==> config.mk <==
export PLATFORM = sky130hd
export DESIGN_NAME = fsqrt_sched
export DESIGN_NICKNAME = d
export VERILOG_FILES = /design/src/rtl/fsqrt_sched_pkg.sv /design/src/rtl/fsqrt_sched_rr_arbiter.sv /design/src/rtl/fsqrt_sched.sv
export SDC_FILE = /design/constraint.sdc
export NUM_CORES = 1
export LEC_CHECK = 0
export BUFFER_PORTS_ARGS = -buffer_cell sky130_fd_sc_hd__clkbuf_2
export CAP_MARGIN = 20
export CORE_UTILIZATION = 40
export DETAILED_ROUTE_END_ITERATION = 6
export GPL_TIMING_DRIVEN = 0
export PLACE_DENSITY = 0.8
export SYNTH_ARGS = -nofsm -noshare
export SYNTH_HDL_FRONTEND = slang
export SYNTH_SLANG_ARGS = --single-unit
export TNS_END_PERCENT = 1
==> constraint.sdc <==
create_clock -name clk -period 8.08 [get_ports clk]
set_input_delay 1.616 -clock clk [delete_from_list [all_inputs] [get_ports clk]]
set_output_delay 1.616 -clock clk [all_outputs]
set_load 0.005 [all_outputs]
==> src/rtl/fsqrt_sched_pkg.sv <==
// rtl/fsqrt_sched_pkg.sv - shared widths, tag type and helpers for the fsqrt scheduler
package fsqrt_sched_pkg;

  // Operand / result width of the floating-point unit.
  localparam int FP_W = 32;

  // Largest requester count the scheduler family supports.
  localparam int MAX_REQ = 8;

  // Width of a requester index: at least one bit even for a single pair.
  function automatic int id_width(input int n);
    return (n <= 2) ? 1 : $clog2(n);
  endfunction

  // Tag ids are sized for the largest supported requester count so the
  // same tag type serves every instance; smaller instances zero-extend.
  localparam int ID_W = id_width(MAX_REQ);

  typedef struct packed {
    logic            valid;
    logic [ID_W-1:0] id;
  } tag_t;

endpackage

==> src/rtl/fsqrt_sched_rr_arbiter.sv <==
// rtl/fsqrt_sched_rr_arbiter.sv - combinational round-robin arbiter with external pointer
module rr_arbiter
  import fsqrt_sched_pkg::*;
#(
  parameter  int N  = 4,
  localparam int PW = id_width(N)
) (
  input  logic [N-1:0]  req,
  input  logic [PW-1:0] ptr,
  output logic [N-1:0]  grant
);

  logic [PW-1:0] idx;
  logic          found;

  // Scan from ptr+1 upward with wrap and grant the first requester found.
  always_comb begin
    grant = '0;
    found = 1'b0;
    idx   = '0;
    for (int k = 1; k <= N; k++) begin
      idx = PW'((int'(ptr) + k) % N);
      if (!found && req[idx]) begin
        grant[idx] = 1'b1;
        found      = 1'b1;
      end
    end
  end

endmodule

==> src/rtl/fsqrt_sched.sv <==
// rtl/fsqrt_sched.sv - shares one pipelined fsqrt unit between several requesters
module fsqrt_sched
  import fsqrt_sched_pkg::*;
#(
  parameter int N_REQ   = 4,
  parameter int LATENCY = 3
) (
  input  logic                  clk,
  input  logic                  reset,
  input  logic [N_REQ-1:0]      req_valid,
  input  logic [N_REQ*FP_W-1:0] req_op,
  output logic [N_REQ-1:0]      req_ready,
  output logic [N_REQ-1:0]      resp_valid,
  output logic [FP_W-1:0]       resp_data,
  output logic [FP_W-1:0]       sq_op,
  input  logic [FP_W-1:0]       sq_result,
  output logic                  busy
);

  localparam int PW = id_width(N_REQ);

  logic [PW-1:0]    rr_ptr;
  logic [N_REQ-1:0] outstanding;
  logic [N_REQ-1:0] eligible;
  logic [N_REQ-1:0] grant;
  logic [N_REQ-1:0] accept_vec;
  logic [N_REQ-1:0] resp_hit;
  logic [PW-1:0]    gnt_id;
  logic [FP_W-1:0]  gnt_op;
  logic             accept;
  tag_t             tag_pipe [0:LATENCY];
  tag_t             tail;

  // A requester with a result still in flight may not issue again.
  assign eligible = req_valid & ~outstanding;

  rr_arbiter #(.N(N_REQ)) u_arb (
    .req   (eligible),
    .ptr   (rr_ptr),
    .grant (grant)
  );

  assign req_ready  = reset ? '0 : grant;
  assign accept_vec = req_valid & req_ready;
  assign accept     = |accept_vec;

  // Encode the one-hot grant into an index and select that operand.
  always_comb begin
    gnt_id = '0;
    gnt_op = '0;
    for (int i = 0; i < N_REQ; i++) begin
      if (grant[i]) begin
        gnt_id = PW'(i);
        gnt_op = req_op[i*FP_W +: FP_W];
      end
    end
  end

  // Operand register feeding fsqrt; holds its value when nothing issues.
  always_ff @(posedge clk) begin
    if (reset) begin
      sq_op <= '0;
    end else if (accept) begin
      sq_op <= gnt_op;
    end
  end

  // Round-robin pointer remembers the most recent winner.
  always_ff @(posedge clk) begin
    if (reset) begin
      rr_ptr <= PW'(N_REQ - 1);
    end else if (accept) begin
      rr_ptr <= gnt_id;
    end
  end

  // Owner tags shadow the fsqrt pipeline; the tail lines up with sq_result.
  always_ff @(posedge clk) begin
    if (reset) begin
      for (int i = 0; i <= LATENCY; i++) begin
        tag_pipe[i] <= '0;
      end
    end else begin
      tag_pipe[0].valid <= accept;
      tag_pipe[0].id    <= accept ? ID_W'(gnt_id) : '0;
      for (int i = 1; i <= LATENCY; i++) begin
        tag_pipe[i] <= tag_pipe[i-1];
      end
    end
  end

  assign tail = tag_pipe[LATENCY];

  // Decode the tail tag into a per-requester response strobe.
  always_comb begin
    resp_hit = '0;
    for (int i = 0; i < N_REQ; i++) begin
      resp_hit[i] = tail.valid && (tail.id == ID_W'(i));
    end
  end

  assign resp_valid = reset ? '0 : resp_hit;
  assign resp_data  = sq_result;

  // In-flight bits: set on accept, released once the response has been shown.
  always_ff @(posedge clk) begin
    if (reset) begin
      outstanding <= '0;
    end else begin
      outstanding <= (outstanding & ~resp_hit) | accept_vec;
    end
  end

  assign busy = |outstanding;

endmodule

==> impl_metrics.ini <==
[outcome]
outcome = complete, no violations

[pwr]
p_total_mw = 1.600
p_comb_share_pct = 67.5
switchingPower_mw = 0.7497
p_leak_nw = 2.336
p_seq_share_pct = 23.1
p_clk_share_pct = 9.4
power_per_cell_area_nw_per_um2 = 357.1
p_int_mw = 0.8501
ir_worst_vdd_mv = 0.1496
sw_frac_of_total_pct = 46.86

[cts]
cts_tree = done
clk_latency_ps = 300
clockBufferDepth = 2
postCtsSetupBuffers = 0
cts_root_buffer = clkbuf_8
cts_made_buffers = 5
cts_htree_levels = 2
cts-resized-gates = 0
clock-sinks = 50
clk_pin_slew_ps = 100
cts_hold_buf = 0

[synthesis]
synth_warnings = 0
yosys.area_share.simple_pct = 12.68
synth_xor_area_share_pct = 0
synthAdderAreaFrac_pct = 3.102
synth_area_leader_cell = dfxtp_1
synth_seq_cells = 50
syn_nets = 561
synth_area_sq_um = 3227
async_flop_share_pct = 0
synth_top_family_by_area = compound AO/OA/AOI/OAI gates
synth.mux.area_fraction_pct = 2.404
yosysTopAreaCellShare_pct = 31.02
ys.flop_type = dfxtp_1
synth_compound_area_share_pct = 37.96
synth-edff-count = 0
synthCells = 387
yosysSeqAreaShare_pct = 31.02
synth.distinct_cells = 47
yosys-top-cells-area = dfxtp_1 (31%), o21ai_0 (9.8%), buf_4 (8.1%)
syn_avg_cell_area_sq_um = 8.338

[timing]
fin_crit_sh_pct = 67.21
hold_viol_final = 0
skew_ps = 8.010
rsz0062_at_grt = no
setup_tns_ps = 0
worstMarginPinSlew_ps = 626.2
max_clock_freq_mhz = 184.2
min_period_ps = 5430
slew_viol_final = 0
setup_ws_ps = 2650
relSlewSlack_pct = 58.26
setup_violations = 0
timing.hold.ws_ps = 444.9

[global_routing]
grt_pass1_vias = 3344
grtUsageTotal_pct = 24.19
grt_pass1_wl_microns = 16170
grt_max_degree = 18
gr-total-overflow = 0
antenna_found_initial = 0

[critical_path]
cp_slowest_cell = mux4_2
cp-startpoint = req_valid[1]
path_buf_inv = 3
crit_family = simple AND/OR/NAND/NOR gates
rrSetupSlack_ps = 4340
crit_type = in -> out
path_max_fanout = 10
cpMostUsedCell = clkbuf_2
startpoint_type = input port
worstReg2RegStart = rr_ptr[0]
endpoint_kind = output pin
worstPathArrival_ps = 3810
max_stage_delay_ps = 520
r2r-end = sq_op[23]
worstPathRequired_ps = 6460
r2r_cells = 11
crit_chain = clkbuf_2 > nor2b_2 > mux4_2 > nand3b_1 > a21boi_1 > and3_1 > clkbuf_1 > nor2_1 > clkbuf_2

[worst_hold_path]
min_from = tag_pipe[1][0]
hold-path-endpoint = tag_pipe[2][0]
hold_class = reg -> reg
min_path_cells = 1

[routing]
totalWireLength_microns = 10810
vias = 3732
ant_nets = 0
wl_per_cell_microns = 15.37
drc = 0
dr.first_iter.drc_count = 147
viasPerCell = 5.309
first_pass_iters = 5

[die]
num_rows = 32
fp.dieH_microns = 91.82
num_io_pins = 239
die_area_sq_um = 8430
coreArea_sq_um = 7767
start_util_pct = 41.54
die_w_microns = 91.82

[place]
dp_hpwl_microns = 8617
io_buffers = 206
place_ws_ps = 2646
place_congestion = 0.8389
dp_cells = 695
placed_cell_area_sq_um = 4385

[layout]
stdcell_count = 703
drive_gt1_share_pct = 45.76
diodes = 0
fin_area_sq_um = 4479
nFillCells = 744
final_cell_mix = clkbuf_2 (206), o21ai_0 (63), dfxtp_1 (50)
syn_to_final_growth_pct = 38.81
nNetsFinal = 774
layout_commonest_cell = clkbuf_2
fin_util_pct = 57.67

[run]
cap_violations = 0
==> cells in the mapped netlist (3+ instances only) <==
cell and number:
mux4_2 3, a31oi_1 32, dfxtp_1 50, buf_4 35, nand2_1 11, buf_2 4
nand2b_1 3, inv_1 5, ha_1 8, a22oi_2 4, buf_6 4, nor2b_1 12
a21oi_1 7, clkbuf_1 16, a22oi_1 27, and3_1 4, o21ai_1 6, o2111ai_1 3
nor3_1 13, a21o_1 31, nor2_1 11, o21ai_0 63
==> metal layers <==
metal	global-route usage, %	part of all wire (%)	vias up
li1	-	-	1842
met1	31.17	41	1697
met2	41.98	50	176
met3	3.897	6.7	17
met4	6.250	1.7	0
met5	0	0	-
==> area by class of cell <==
| class | instances | area, sq um | area share [%] |
|---|---|---|---|
| inverter | 6 | 22.52 | 0.5028 |
| multi-input combinational | 271 | 1812 | 40.45 |
| sequential | 50 | 1001 | 22.35 |
| tap | 102 | 127.6 | 2.849 |
| buffer | 60 | 391.6 | 8.743 |
| clock inverter | 3 | 25.02 | 0.5587 |
| clock buffer | 5 | 68.82 | 1.536 |
| timing repair buffer | 206 | 1031 | 23.02 |
==> registers in the layout, indices dropped and copies added (netlist names) <==
name	cells
outstanding	4
rr_ptr	2
sq_op	32
tag_pipe	12
==> cells by family (layout without fill, tap and decap cells) <==
kind of cell             count (synthesis)  in the layout
AO/OA/AOI/OAI                          188            188
AND/OR/NAND/NOR                         71             71
buffers and inverters                   66            280
flip-flops                              50             50
adder cells (fa/ha/maj)                  8              8
multiplexers                             4              4
==> worst max path at each step <==
stage                    to  slack, ps  cells past startpoint
6_report       req_ready[3]       2650                      9
5_1_grt        req_ready[3]       2530                      9
4_1_cts        req_ready[3]       2630                      9
3_5_place_dp   req_ready[3]       2650                      9
3_3_place_gp   req_ready[3]       2660                      9
2_1_floorplan  req_ready[3]       3290                      7
==> power groups by stage <==
stage	Clock [mW]	Combinational, mW	Sequential [mW]
final	0.150	1.08	0.369
after detailed placement	0	1.08	0.374
after global routing	0.166	1.19	0.378
after global placement	0	1.06	0.372
after CTS	0.155	1.08	0.369
after floorplan	0	0.750	0.370
No activity file was read; power rests on OpenSTA's default activity.
